<file path="config.mk">
export PLATFORM = sky130hd
export DESIGN_NAME = uart_mem_bridge
export DESIGN_NICKNAME = d
export VERILOG_FILES = /design/src/rtl/uart_mem_bridge_pkg.sv /design/src/rtl/uart_mem_bridge_word_serdes.sv /design/src/rtl/uart_mem_bridge.sv
export SDC_FILE = /design/constraint.sdc
export NUM_CORES = 1
export LEC_CHECK = 0
export CAP_MARGIN = 25
export CORE_MARGIN = 5
export CORE_UTILIZATION = 49
export DETAILED_ROUTE_END_ITERATION = 10
export PLACE_DENSITY = 0.76
export SLEW_MARGIN = 20
export SYNTH_ARGS = -nofsm -noshare
export SYNTH_HDL_FRONTEND = slang
export SYNTH_SLANG_ARGS = --single-unit
</file>
<file path="constraint.sdc">
create_clock -name clk_50M -period 3.6 [get_ports clk_50M]
set_input_delay 0.72 -clock clk_50M [delete_from_list [all_inputs] [get_ports clk_50M]]
set_output_delay 0.72 -clock clk_50M [all_outputs]
set_load 0.005 [all_outputs]
</file>
<file path="src/rtl/uart_mem_bridge_pkg.sv">
// Shared types and constants for the UART byte-command to RAM bridge.
package uart_mem_bridge_pkg;

  typedef enum logic [3:0] {
    S_IDLE,
    S_ADDR,
    S_COUNT,
    S_WDATA,
    S_WSTROBE,
    S_RADDR,
    S_RWAIT,
    S_RSEND,
    S_LEDB
  } state_t;

  localparam logic [7:0] OP_WRITE = 8'h01;
  localparam logic [7:0] OP_READ  = 8'h02;
  localparam logic [7:0] OP_LED   = 8'h03;

  function automatic int bytes_for(input int width);
    return (width + 7) / 8;
  endfunction

endpackage

</file>
<file path="src/rtl/uart_mem_bridge_word_serdes.sv">
// Byte<->word shift register: assembles little-endian rx bytes into a word, or
// streams a loaded word out LSB byte first. Padding bits above DATA_WIDTH are zero on load.
module word_serdes
  import uart_mem_bridge_pkg::*;
#(
  parameter int DATA_WIDTH = 18
) (
  input  logic                  clk,
  input  logic                  rst,
  input  logic                  i_clr,
  input  logic                  i_load,
  input  logic [DATA_WIDTH-1:0] i_word,
  input  logic                  i_shift_in,
  input  logic [7:0]            i_byte,
  input  logic                  i_shift_out,
  output logic [7:0]            o_byte,
  output logic [DATA_WIDTH-1:0] o_word,
  output logic                  o_last
);

  localparam int         DB       = bytes_for(DATA_WIDTH);
  localparam int         SW       = DB * 8;
  localparam logic [2:0] LAST_IDX = 3'(DB - 1);

  logic [SW-1:0] r_sh;
  logic [2:0]    r_idx;
  logic [SW-1:0] w_sh_in;

  // New bytes enter at the top so the first byte received ends up in bits [7:0].
  assign w_sh_in = (r_sh >> 8) | (SW'(i_byte) << (SW - 8));

  always_ff @(posedge clk or posedge rst) begin
    if (rst) begin
      r_sh  <= '0;
      r_idx <= '0;
    end else if (i_clr) begin
      r_sh  <= '0;
      r_idx <= '0;
    end else if (i_load) begin
      r_sh  <= SW'(i_word);
      r_idx <= '0;
    end else if (i_shift_in || i_shift_out) begin
      r_sh  <= i_shift_in ? w_sh_in : (r_sh >> 8);
      r_idx <= o_last ? 3'd0 : r_idx + 3'd1;
    end
  end

  assign o_byte = r_sh[7:0];
  assign o_word = r_sh[DATA_WIDTH-1:0];
  assign o_last = (r_idx == LAST_IDX);

endmodule

</file>
<file path="src/rtl/uart_mem_bridge.sv">
// Byte-command bridge from the UART byte layer to one RAM port: single/burst word
// writes and reads with little-endian fields, LED register and inter-byte timeout.
module uart_mem_bridge
  import uart_mem_bridge_pkg::*;
#(
  parameter int DATA_WIDTH     = 18,
  parameter int ADDR_WIDTH     = 18,
  parameter int READ_LATENCY   = 1,
  parameter int TIMEOUT_CYCLES = 500000
) (
  input  logic                  clk_50M,
  input  logic                  reset,
  input  logic [7:0]            rx_data,
  input  logic                  rx_valid,
  output logic [7:0]            tx_data,
  output logic                  tx_valid,
  input  logic                  tx_ready,
  output logic [ADDR_WIDTH-1:0] mem_address,
  output logic [DATA_WIDTH-1:0] mem_write,
  output logic                  mem_wren,
  input  logic [DATA_WIDTH-1:0] mem_read,
  output logic [7:0]            ledout,
  output logic                  busy,
  output logic                  err
);

  localparam int          AB       = bytes_for(ADDR_WIDTH);
  localparam int          ASW      = AB * 8;
  localparam int          TW       = $clog2(TIMEOUT_CYCLES + 1);
  localparam logic [2:0]  ALAST    = 3'(AB - 1);
  localparam logic [1:0]  RL       = 2'(READ_LATENCY);
  localparam logic [TW-1:0] TMO_LAST = TW'(TIMEOUT_CYCLES - 1);

  state_t                r_state;
  logic                  r_is_read;
  logic [ASW-1:0]        r_ash;
  logic [2:0]            r_abyte;
  logic [ADDR_WIDTH-1:0] r_addr;
  logic [7:0]            r_cnt;
  logic [1:0]            r_rw;
  logic [TW-1:0]         r_tmo;
  logic                  r_tx_valid;
  logic                  r_mem_wren;
  logic [7:0]            r_ledout;
  logic                  r_err;

  logic [ASW-1:0]        w_ash_nxt;
  logic                  w_tmo_en;
  logic                  w_tmo_hit;
  logic                  w_clr;
  logic                  w_load;
  logic                  w_shin;
  logic                  w_shout;
  logic [7:0]            w_tx_byte;
  logic [DATA_WIDTH-1:0] w_word;
  logic                  w_last;

  assign w_ash_nxt = (r_ash >> 8) | (ASW'(rx_data) << (ASW - 8));
  assign w_tmo_en  = r_state inside {S_ADDR, S_COUNT, S_WDATA, S_LEDB};
  assign w_tmo_hit = w_tmo_en && !rx_valid && (r_tmo == TMO_LAST);

  // Clearing in IDLE discards any partial word left behind by a timeout.
  assign w_clr   = (r_state == S_IDLE);
  assign w_load  = (r_state == S_RWAIT) && (r_rw == RL);
  assign w_shin  = (r_state == S_WDATA) && rx_valid;
  assign w_shout = (r_state == S_RSEND) && r_tx_valid && tx_ready;

  word_serdes #(
    .DATA_WIDTH(DATA_WIDTH)
  ) u_serdes (
    .clk        (clk_50M),
    .rst        (reset),
    .i_clr      (w_clr),
    .i_load     (w_load),
    .i_word     (mem_read),
    .i_shift_in (w_shin),
    .i_byte     (rx_data),
    .i_shift_out(w_shout),
    .o_byte     (w_tx_byte),
    .o_word     (w_word),
    .o_last     (w_last)
  );

  always_ff @(posedge clk_50M or posedge reset) begin
    if (reset) begin
      r_state    <= S_IDLE;
      r_is_read  <= 1'b0;
      r_ash      <= '0;
      r_abyte    <= '0;
      r_addr     <= '0;
      r_cnt      <= '0;
      r_rw       <= '0;
      r_tmo      <= '0;
      r_tx_valid <= 1'b0;
      r_mem_wren <= 1'b0;
      r_ledout   <= '0;
      r_err      <= 1'b0;
    end else begin
      r_err      <= 1'b0;
      r_mem_wren <= 1'b0;
      if (w_tmo_en && !rx_valid) r_tmo <= r_tmo + 1'b1;
      else                       r_tmo <= '0;

      case (r_state)
        S_IDLE: begin
          if (rx_valid) begin
            if (rx_data == OP_WRITE || rx_data == OP_READ) begin
              r_is_read <= (rx_data == OP_READ);
              r_abyte   <= '0;
              r_state   <= S_ADDR;
            end else if (rx_data == OP_LED) begin
              r_state <= S_LEDB;
            end else begin
              r_err <= 1'b1;
            end
          end
        end
        S_ADDR: begin
          if (rx_valid) begin
            r_ash <= w_ash_nxt;
            if (r_abyte == ALAST) begin
              r_addr  <= w_ash_nxt[ADDR_WIDTH-1:0];
              r_state <= S_COUNT;
            end else begin
              r_abyte <= r_abyte + 3'd1;
            end
          end
        end
        S_COUNT: begin
          if (rx_valid) begin
            r_cnt   <= rx_data;
            r_state <= r_is_read ? S_RADDR : S_WDATA;
          end
        end
        S_WDATA: begin
          if (rx_valid && w_last) begin
            r_mem_wren <= 1'b1;
            r_state    <= S_WSTROBE;
          end
        end
        S_WSTROBE: begin
          r_addr <= r_addr + 1'b1;
          if (r_cnt == 8'd0) begin
            r_state <= S_IDLE;
          end else begin
            r_cnt   <= r_cnt - 8'd1;
            r_state <= S_WDATA;
          end
        end
        S_RADDR: begin
          r_rw    <= 2'd1;
          r_state <= S_RWAIT;
        end
        S_RWAIT: begin
          if (r_rw == RL) begin
            r_tx_valid <= 1'b1;
            r_state    <= S_RSEND;
          end else begin
            r_rw <= r_rw + 2'd1;
          end
        end
        S_RSEND: begin
          if (r_tx_valid && tx_ready && w_last) begin
            r_tx_valid <= 1'b0;
            r_addr     <= r_addr + 1'b1;
            if (r_cnt == 8'd0) begin
              r_state <= S_IDLE;
            end else begin
              r_cnt   <= r_cnt - 8'd1;
              r_state <= S_RADDR;
            end
          end
        end
        S_LEDB: begin
          if (rx_valid) begin
            r_ledout <= rx_data;
            r_state  <= S_IDLE;
          end
        end
        default: r_state <= S_IDLE;
      endcase

      if (w_tmo_hit) begin
        r_err   <= 1'b1;
        r_state <= S_IDLE;
      end
    end
  end

  assign tx_data     = w_tx_byte;
  assign tx_valid    = r_tx_valid;
  assign mem_address = r_addr;
  assign mem_write   = w_word;
  assign mem_wren    = r_mem_wren;
  assign ledout      = r_ledout;
  assign busy        = (r_state != S_IDLE);
  assign err         = r_err;

endmodule

</file>
==> impl_metrics.json <==
{
  "netlist_area_um2": 5849,
  "numCtsBuffers": 9,
  "finalCritPeriodShare_pct": 72.92,
  "cts-hold-fix-buffers": 0,
  "syn_area_per_cell_um2": 9.814,
  "cts_max_level": 3,
  "design_area_um2": 6965,
  "place_ws_ps": 737.3,
  "vias_per_cell": 5.986,
  "grt_antenna_before_repair": 0,
  "final.setup.tns_ps": 0,
  "fill_cells": 1008,
  "coreArea_um2": 11860,
  "cts_tree": "done",
  "max_slew_margin_pct": 39.53,
  "die_w_um": 119.3,
  "maxCapViolCount": 0,
  "async_reset_ff_share_pct": 100.0,
  "cp_cell_sequence": "nor4_2, inv_1, clkdlybuf4s50_1",
  "finalPower_mw": 4.354,
  "p_leak_nw": 2.965,
  "die_y_um": 119.3,
  "clock_skew_ps": 7.625,
  "grt_max_degree": 68,
  "grt_pass1_wl_um": 22860,
  "synth_top_cell_area_share_pct": 46.63,
  "post-route-drc-count": 0,
  "hold_class": "reg2reg",
  "synthesis.nets": 633,
  "cts-root-buf": "clkbuf_16",
  "die_area_um2": 14220,
  "drt_iter0_drc": 320,
  "setup_viol": 0,
  "dpl.cell_count": 779,
  "yosysMostFrequentCell": "dfrtp_1",
  "grt_pass1_vias": 4537,
  "layout-drive-gt1-share_pct": 10.19,
  "path_clk_slew_ps": 70,
  "clock_path_buffers": 2,
  "slowest_stage": "dfrtp_1",
  "period_needed_ps": 2625,
  "areaGrowthSynthToFinish_pct": 19.08,
  "worst_pin_slew_ps": 907.1,
  "synth_commonest_cells": "dfrtp_1 (109), nor2_1 (60), nand2_1 (39), o21ai_0 (28), a21oi_1 (27)",
  "end_kind": "output pin",
  "final_net_count": 680,
  "ant_nets": 0,
  "gp_congestion": 0.9172,
  "dominantRegCellSynth": "dfrtp_1",
  "cp.arrival_ps": 1910,
  "dpl-instance-area_um2": 6654,
  "start_util_pct": 49.31,
  "num_vias": 4759,
  "wl_per_cell_um": 17.92,
  "power.density_nw_per_um2": 625.0,
  "critPathRequiredTime_ps": 2880,
  "wirelength_um": 14240,
  "synth_cells": 596,
  "rows": 40,
  "ir_worst_vdd_mv": 0.3885,
  "whs_ps": 499.9,
  "post_cts_buffers": 0,
  "seq_area_frac_synth_pct": 46.63,
  "synth_top_cell_by_area": "dfrtp_1",
  "ios": 86,
  "hold_viol_final": 0,
  "overflow": 0,
  "cts_sinks": 109,
  "place_hpwl_um": 10110,
  "cp_slowest_stage_delay_ps": 640,
  "yosys_warnings": 0,
  "synth_edf_count": 0,
  "first_pass_iters": 5,
  "synth_area_leaders": "dfrtp_1 (47%), mux2_2 (4.2%), nor2_1 (3.9%), buf_4 (3.3%), mux2i_1 (3.1%)",
  "clock_latency_ps": 350,
  "cp-start-kind": "flip-flop",
  "cp_max_fo": 21,
  "final_util_pct": 58.72,
  "fmaxAchievable_mhz": 380.9,
  "cts_resized": 0,
  "setup_slack_ps": 974.8,
  "track_usage_pct": 19.74,
  "synth-seq-cells": 109,
  "slew_violations": 0,
  "n_antenna_cell": 0,
  "rsz0062_at_grt": "no",
  "worstSetupPathType": "reg2out",
  "final_cell_count_no_fill": 795,
  "place.port_buffers": 85,
  "status": "finished, final reports clean",
  "synth_cell_types": 75
}
==> worst max-delay path: cells and delay by family, from the launching register on <==
kind          cells  cell delay, ps
simple gates      1             340
buf+inv           2             580
flops             1             640
==> final cells by class <==
type,instances,area (um2),area share [%]
clock buffer,12,256.5,3.682
clock inverter,4,55.05,0.7904
inverter,17,66.31,0.9520
multi-input combinational,410,2730,39.20
sequential,109,2728,39.16
tap,147,183.9,2.641
timing repair buffer,96,945.9,13.58
==> path summary, 6_finish.rpt <==
check | cells after the start | end | slack, ps | start
worst min register to register | 1 | u_serdes.r_sh[20] | 500 | u_serdes.r_sh[20]
min in group asynchronous | 2 | r_tmo[4] | 780 | reset
worst max register to register | 5 | mem_address[11] | 1000 | r_state[2]
worst max-delay path | 3 | busy | 970 | r_state[1]
max in group asynchronous | 3 | ledout[3] | 2080 | reset
worst min-delay path | 1 | u_serdes.r_sh[20] | 500 | u_serdes.r_sh[20]
==> layer usage <==
metal,routed length (um),GRT usage [%],up-vias
li1,-,-,2248
met1,6119,25.06,2394
met2,7318,33.98,106
met3,631,4.321,11
met4,175,5.358,0
met5,0,0,-
==> cells by family after synthesis <==
logic type | Yosys count | share of synthesized area [%]
buf+inv | 77 | 6.888
simple gates | 203 | 18.20
xor+xnor | 18 | 2.695
fa+ha+maj | 7 | 1.497
flops | 109 | 46.63
mux | 40 | 7.316
compound gates | 142 | 16.77
==> power breakdown <==
group          total, mW  internal [mW]  switching, mW
sequential          1.89           1.53          0.362
combinational       1.44          0.767          0.672
clock               1.03          0.582          0.446
total               4.35           2.87           1.48
==> placed cells by master, fill, tap and decap left out, drive strengths merged, types with 7 or more instances in the layout <==
| cell type | Yosys | final |
|---|---|---|
| mux2 | 22 | 22 |
| mux2i | 18 | 18 |
| nand4 | 12 | 12 |
| dfrtp | 109 | 109 |
| o21ai | 30 | 30 |
| a2bb2oi | 10 | 10 |
| clkbuf | 23 | 12 |
| and3 | 7 | 7 |
| nor4 | 9 | 9 |
| xor2 | 11 | 11 |
| clkdlybuf4s50 | 0 | 85 |
| nor2 | 60 | 60 |
| nand3 | 21 | 21 |
| xnor2 | 7 | 7 |
| a211oi | 17 | 17 |
| inv | 16 | 17 |
| nor3 | 8 | 8 |
| nand2 | 39 | 39 |
| o22ai | 7 | 7 |
| buf | 37 | 11 |
| or3 | 8 | 8 |
| ha | 7 | 7 |
| a21oi | 27 | 27 |
==> registers in the layout, indices dropped and copies added, names as in the netlist <==
register and flops:
r_ash 16, r_state 4, err 1, mem_wren 1, r_is_read 1, tx_valid 1
r_cnt 8, u_serdes.r_idx 3, r_abyte 3, r_tmo 19, u_serdes.r_sh 24, mem_address 18
r_rw 2, ledout 8
Note: power is estimated with default switching activity, not from simulation.
